<file path="config.mk">
export PLATFORM = sky130hd
export DESIGN_NAME = regfile_sb
export DESIGN_NICKNAME = d
export VERILOG_FILES = /design/src/rtl/regfile_sb.sv
export SDC_FILE = /design/constraint.sdc
export NUM_CORES = 2
export LEC_CHECK = 0
export BUFFER_PORTS_ARGS = -buffer_cell sky130_fd_sc_hd__buf_2
export CORE_MARGIN = 8
export CORE_UTILIZATION = 50
export CTS_CLUSTER_DIAMETER = 120
export DETAILED_ROUTE_END_ITERATION = 7
export PLACE_DENSITY = 0.71
export SLEW_MARGIN = 20
export SYNTH_ARGS = -nofsm -noshare
export SYNTH_HDL_FRONTEND = slang
export SYNTH_SLANG_ARGS = --single-unit
export TNS_END_PERCENT = 50
</file>
<file path="constraint.sdc">
create_clock -name i_clk -period 30.9 [get_ports i_clk]
set_input_delay 3.09 -clock i_clk [delete_from_list [all_inputs] [get_ports i_clk]]
set_output_delay 3.09 -clock i_clk [all_outputs]
set_load 0.01 [all_outputs]
</file>
<file path="src/rtl/regfile_sb.sv">
// regfile_sb: multi-read-port integer register file with a per-register busy scoreboard.
//
// NREAD combinational read ports, one write port, an optional hardwired-zero x0 and
// optional same-cycle write-to-read forwarding. Each register has a busy bit. The bit is
// set when an instruction issues to that register and cleared when the register is
// written back. Decode uses it to stall on RAW hazards. A side debug port reads stored
// contents without forwarding, for register dumps.
//
// Ports:
//   i_clk        clock; all state updates on the rising edge
//   i_rst        asynchronous active-high reset; clears registers and busy bits
//   i_wen        write enable
//   i_waddr      write index
//   i_wdata      write data
//   i_raddr      packed read indices, port p at [p*ADDR_WIDTH +: ADDR_WIDTH]
//   o_rdata      packed read data, port p at [p*DATA_WIDTH +: DATA_WIDTH]
//   o_rbusy      per-port busy flag (register awaiting writeback)
//   i_set_en     mark i_set_addr busy (instruction issued)
//   i_set_addr   destination index being issued
//   o_busy_vec   raw stored busy bits, no forwarding
//   i_dbg_addr   debug read index
//   o_dbg_data   debug read data, stored contents only
module regfile_sb #(
  parameter int unsigned ADDR_WIDTH = 5,
  parameter int unsigned DATA_WIDTH = 32,
  parameter int unsigned NREAD      = 2,
  parameter bit          BYPASS     = 1'b1,
  parameter bit          ZERO_REG   = 1'b1
) (
  input  logic                          i_clk,
  input  logic                          i_rst,
  input  logic                          i_wen,
  input  logic [ADDR_WIDTH-1:0]         i_waddr,
  input  logic [DATA_WIDTH-1:0]         i_wdata,
  input  logic [NREAD*ADDR_WIDTH-1:0]   i_raddr,
  output logic [NREAD*DATA_WIDTH-1:0]   o_rdata,
  output logic [NREAD-1:0]              o_rbusy,
  input  logic                          i_set_en,
  input  logic [ADDR_WIDTH-1:0]         i_set_addr,
  output logic [(2**ADDR_WIDTH)-1:0]    o_busy_vec,
  input  logic [ADDR_WIDTH-1:0]         i_dbg_addr,
  output logic [DATA_WIDTH-1:0]         o_dbg_data
);

  localparam int unsigned DEPTH = 2 ** ADDR_WIDTH;

  logic [DATA_WIDTH-1:0] r_mem [DEPTH];
  logic [DEPTH-1:0]      r_busy;
  logic [DEPTH-1:0]      w_busy_d;

  logic                  w_wr_eff;
  logic                  w_set_eff;
  logic [ADDR_WIDTH-1:0] w_raddr [NREAD];

  // With a hardwired x0, writes and issues targeting index 0 are dropped entirely.
  assign w_wr_eff  = i_wen    & ~(ZERO_REG & (i_waddr == '0));
  assign w_set_eff = i_set_en & ~(ZERO_REG & (i_set_addr == '0));

  for (genvar gi = 0; gi < NREAD; gi++) begin : g_raddr
    assign w_raddr[gi] = i_raddr[gi*ADDR_WIDTH +: ADDR_WIDTH];
  end

  // Register storage.
  always_ff @(posedge i_clk or posedge i_rst) begin
    if (i_rst) begin
      for (int unsigned i = 0; i < DEPTH; i++) begin
        r_mem[i] <= '0;
      end
    end else if (w_wr_eff) begin
      r_mem[i_waddr] <= i_wdata;
    end
  end

  // Busy next state. Clear is applied first so a same-index set wins: the newly
  // issued producer has not written back yet.
  always_comb begin
    w_busy_d = r_busy;
    if (w_wr_eff) begin
      w_busy_d[i_waddr] = 1'b0;
    end
    if (w_set_eff) begin
      w_busy_d[i_set_addr] = 1'b1;
    end
  end

  always_ff @(posedge i_clk or posedge i_rst) begin
    if (i_rst) begin
      r_busy <= '0;
    end else begin
      r_busy <= w_busy_d;
    end
  end

  // Read ports resolve independently; several may name the same index.
  always_comb begin
    o_rdata = '0;
    o_rbusy = '0;
    for (int unsigned p = 0; p < NREAD; p++) begin
      if (ZERO_REG && (w_raddr[p] == '0)) begin
        o_rdata[p*DATA_WIDTH +: DATA_WIDTH] = '0;
        o_rbusy[p]                          = 1'b0;
      end else if (BYPASS && w_wr_eff && (i_waddr == w_raddr[p])) begin
        // The in-flight writeback satisfies the reader, so it is no longer busy.
        o_rdata[p*DATA_WIDTH +: DATA_WIDTH] = i_wdata;
        o_rbusy[p]                          = 1'b0;
      end else begin
        o_rdata[p*DATA_WIDTH +: DATA_WIDTH] = r_mem[w_raddr[p]];
        o_rbusy[p]                          = r_busy[w_raddr[p]];
      end
    end
  end

  // Debug and raw busy views never forward, so dumps reflect committed state only.
  always_comb begin
    o_busy_vec = r_busy;
    if (ZERO_REG) begin
      o_busy_vec[0] = 1'b0;
    end
  end

  always_comb begin
    if (ZERO_REG && (i_dbg_addr == '0)) begin
      o_dbg_data = '0;
    end else begin
      o_dbg_data = r_mem[i_dbg_addr];
    end
  end

endmodule
</file>
# == Word level (Yosys, flattened, before mapping) ==
# Cells that the tools add are included.
# op_classes
order_cmp,11
eq_ne,2
n_mux,31
bitwise_logic,11
n_reduce_logical,10
# ops
op,n
$bwmux W1024,1
$bmux W32 S5,3
$mux W32,14
$demux W32 S5,1
$and A32 B32 Y32,1
$not A32 Y32,1
$or A32 B32 Y32,1
$logic_not A5 Y1,5
$ge A6 B6 Y1 const B,4
$lt A5 B6 Y1 const B,4
$not A5 Y6,4
$bmux W1 S5,2
$demux W1 S5,2
$eq A5 B5 Y1,2
$ge A5 B1 Y1 const B,2
$mux W1,8
$lt A6 B1 Y1 const B,1
$logic_and A1 B1 Y1,5
$and A1 B1 Y1,2
$not A1 Y1,2
# totals
reg_bits,1056
wordCells,98

# == Logic depth before layout (Yosys ltp) ==
# depth
ltp_word,9
ltp_mapped,9
depth_no_buf,5

# == Worst setup path after synthesis ==
# OpenSTA, ideal clock, no wires.
# synth_path
kind,input port to output port
startpoint,in i_dbg_addr[1]
endpoint,out o_dbg_data[21]
t_arrival_ns,4.941
t_required_ns,27.810
setup_slack_ns,22.869
cell_stages,6
path_cell_list,buf_2 > clkbuf_1 > mux4_2 > mux4_2 > nand2_1 > o21ai_0
# synth_between
elab_chain_len,5
# synth_lines
item,line_no,source
start: declaration,41,"input logic [ADDR_WIDTH-1:0] i_dbg_addr,"
$not A5 Y6 (implied by the code),125,o_dbg_data = r_mem[i_dbg_addr];
$bmux W32 S5,125,
$mux W32 (implied by the code) (2 in series),125,
$mux W32 *,122,if (ZERO_REG && (i_dbg_addr == '0)) begin
end: declaration,42,output logic [DATA_WIDTH-1:0] o_dbg_data
# Mark *: on every way between the ends. The rest lies on a longest branch, timed or not. The select of a mux whose other input is x is not followed.

# == Final worst setup path ==
# layout_path
startpoint,in i_raddr[5]
endpoint,out o_rdata[49]
# layout_between
elab_chain_len,6
# layout_lines
item,line_no,source
start: declaration,35,"input logic [NREAD*ADDR_WIDTH-1:0] i_raddr,"
$not A5 Y6 (implied by the code),107,o_rdata[p*DATA_WIDTH +: DATA_WIDTH] = r_mem[w_raddr[p]];
$bmux W32 S5,107,
$mux W32 (implied by the code) (2 in series),107,
$mux W32,102,end else if (BYPASS && w_wr_eff && (i_waddr == w_raddr[p])) begin
$mux W32 *,99,if (ZERO_REG && (w_raddr[p] == '0)) begin
end: declaration,36,"output logic [NREAD*DATA_WIDTH-1:0] o_rdata,"
# Marked as above.

==> key figures <==
Finish
  – Final cell count without fillers: 6222
  – Layout Utilization: about 55%
  – Filler cell count: 10510
  – P&R area growth vs syn: 8.505%
  – Ratio of cells with drive above 1 in the final layout: 48.76%
  – Nets: 4435

Yosys
  – Most common flop cell mapped by yosys: dfrtp_1
  – Yosys warns: 0
  – Post-synthesis sequential area ratio: 40.55%
  – Mapped Area: 0.06517 mm2
  – Most frequent cell after synthesis: dfrtp_1
  – Yosys cell types: 54
  – Top post-synthesis cells by area: dfrtp_1, mux4_2, mux2_2, mux2i_1, mux2_1
  – Syn Inst Count: 4545
  – Post-synth top area share: 40.55%
  – Syn avg cell area: 14.34 um2
  – Syn nets: approximately 4600
  – Area leader, netlist: dfrtp_1
  – #FFs+latches synth: 1056
  – Post-synth EDFFs: 0
  – Ys async rst share: 100.0%
  – Commonest cells post-synth: dfrtp_1, mux2_2, mux4_2

Clock network
  – Root Driver: clkbuf_16
  – # hold bufs at CTS: 0
  – Post-cts resize count: 0
  – Setup bufs post-CTS: 0
  – H-Tree Depth: 3
  – Clock buffer depth: 3
  – CTS tree: built
  – Total CTS buffers: 114
  – Clock sink count: around 1100
  – Clock transition at path regs: 0.06 ns
  – Worst skew pair latency: 0.71 ns

Setup path
  – FF-to-FF path depth: 1
  – Critical Path RT: 27.81 ns
  – Worst Path Max Fanout: 70
  – CP endpoint kind: output port
  – Crit Path Category: in -> out
  – Startpoint Class: input port
  – Arrival time of the worst setup path: 7.64 ns

Floorplanning
  – Starting Density: 50.33%
  – Core Rows: 132
  – Die height: 377.0 um
  – Die Wd: 377.0 um
  – Die area: around 0.14 mm2
  – I/O pin cnt: 191
  – Core area: 0.1295 mm2

Timing
  – Fmax: 0.09316 GHz
  – RSZ-0062 raised after global routing: false
  – Pins Over Slew Limit: 0
  – Clock skew: 0 ns
  – Setup ws final: just over 20 ns
  – Final Setup Violations: 0
  – Fin crit share: a little over a third
  – TNS Setup: 0 ns
  – Measured slew at the worst slew-check pin: 1.210 ns
  – Final Critical Period: 10.73 ns
  – Final Hold Fails: 0
  – Headroom to the max-slew limit: 19.15%

GRT
  – Total GRT Usage: 29.93%
  – Vias in the first global route: ~46000
  – Grt total ovfl: 0
  – First-pass GRT wire length: 318.4 mm
  – Initial antenna violation count: 17
  – Largest net degree at the start of global routing: 162

Detailed routing
  – WL/cell: 34.60 um
  – Routed WL: 215.3 mm
  – Total DRC errors in the routed layout: 0
  – Vias per std cell: 7.245
  – M1 WL: 80.34 mm
  – Routed met3 length: 22.32 mm
  – Top routing layer in use: met5
  – Final antenna-violating net count: 0
  – Initial drt markers: ~5600
  – First drt pass iteration count: 6
  – WL met2: just under 100 mm
  – Via count: 45078

Placement
  – Placer Congestion: 0.8485
  – Place WS: 20.14 ns
  – DP HPWL: 117.9 mm
  – # port buffers: approximately 190
  – Placed cell count: 5999

Power and ir drop
  – Power consumption: 0.004435 W
  – Lkg Pwr: 30.01 nW
  – Max IR drop VDD: 0.00005127 V
  – Power Density: 62.72 mW/mm2

Min path
  – Worst hold path depth: 0
  – Worst hold-check path type: reg -> reg

Run
  – Max Cap Viol: 0

Outcome
  – Status: completed
## worst max-delay path, stage by stage
cell,delay (ns)
buf_8,0.54
buf_4,0.72
buf_4,0.77
buf_4,0.86
mux4_2,0.58
nand2b_1,0.15
a31oi_1,0.19
nor3_1,0.09
a211o_1,0.29
buf_2,0.16
## logic make-up after synthesis
logic type	count (synthesis)	synth area share [%]
and+or+nand+nor	352	2.423
DFF	1056	40.55
other	1	0.005754
xor gates and xnor gates	10	0.1344
muxes	2031	47.12
AOI/OAI and AO/OA	488	5.460
buffers and inverters	607	4.306
## metal layers
layer,GRT usage [%],vias to the layer above
li1,-,17572
met1,39.13,23773
met2,45.76,3009
met3,7.271,716
met4,17.34,8
met5,0,-
## cells in the final DEF (no fill, tap or decap), types with 24 or more instances in the layout
cell type and count:
a211oi_1 59, dfrtp_1 1056, mux2_2 911, buf_4 88, and3_1 28, a221oi_1 45
o21ai_0 83, clkinv_2 33, a21oi_1 64, a211o_1 25, a22oi_1 62, mux4_2 727
mux2_1 116, mux2i_1 277, clkbuf_8 24, o22ai_1 34, o221ai_1 37, clkbuf_16 115
nand2_1 206, buf_2 177, a32o_1 35, inv_1 34
## through the flow
step	hold slack (ns)	instance area, um2
6_report	0.4119	70710
5_1_grt	0.4243	70710
4_1_cts	0.4144	70650
3_5_place_dp	0.3980	66740
3_3_place_gp	0.3928	66740
2_1_floorplan	0.4413	65180
## registers in the layout (all words and copies together), names as in the netlist
| name | cells |
|---|---|
| r_busy | 32 |
| r_mem | 1024 |
## worst paths after layout
kind	startpoint	to	slack, ns
max	i_raddr[5]	o_rdata[49]	20.17
min	r_busy[0]	r_busy[0]	0.41
max reg2reg	r_mem[635]	r_mem[635]	30.03
min reg2reg	r_busy[0]	r_busy[0]	0.41
max in group asynchronous	i_rst	r_mem[694]	25.40
min in group asynchronous	i_rst	r_mem[803]	2.46
## area by class of cell
class | instances | area, um2 | share of cell area, %
Multi-Input combinational cell | 2882 | 36190 | 51.17
Sequential cell | 1056 | 26430 | 37.37
Clock buffer | 154 | 3254 | 4.602
Tap cell | 1742 | 2180 | 3.082
Timing Repair Buffer | 283 | 1839 | 2.601
Clock inverter | 59 | 660.6 | 0.9342
Inverter | 37 | 145.1 | 0.2052
Antenna cell | 9 | 22.52 | 0.03185
## where the power goes
part           switching (W)  leakage, nW  internal (W)
Combinational       0.000446         14.6      0.000634
Sequential          0.000265         13.5       0.00165
Clock               0.000605         1.93      0.000838
Total                0.00132         30.0       0.00312
Note: power is estimated with default switching activity, not from simulation.
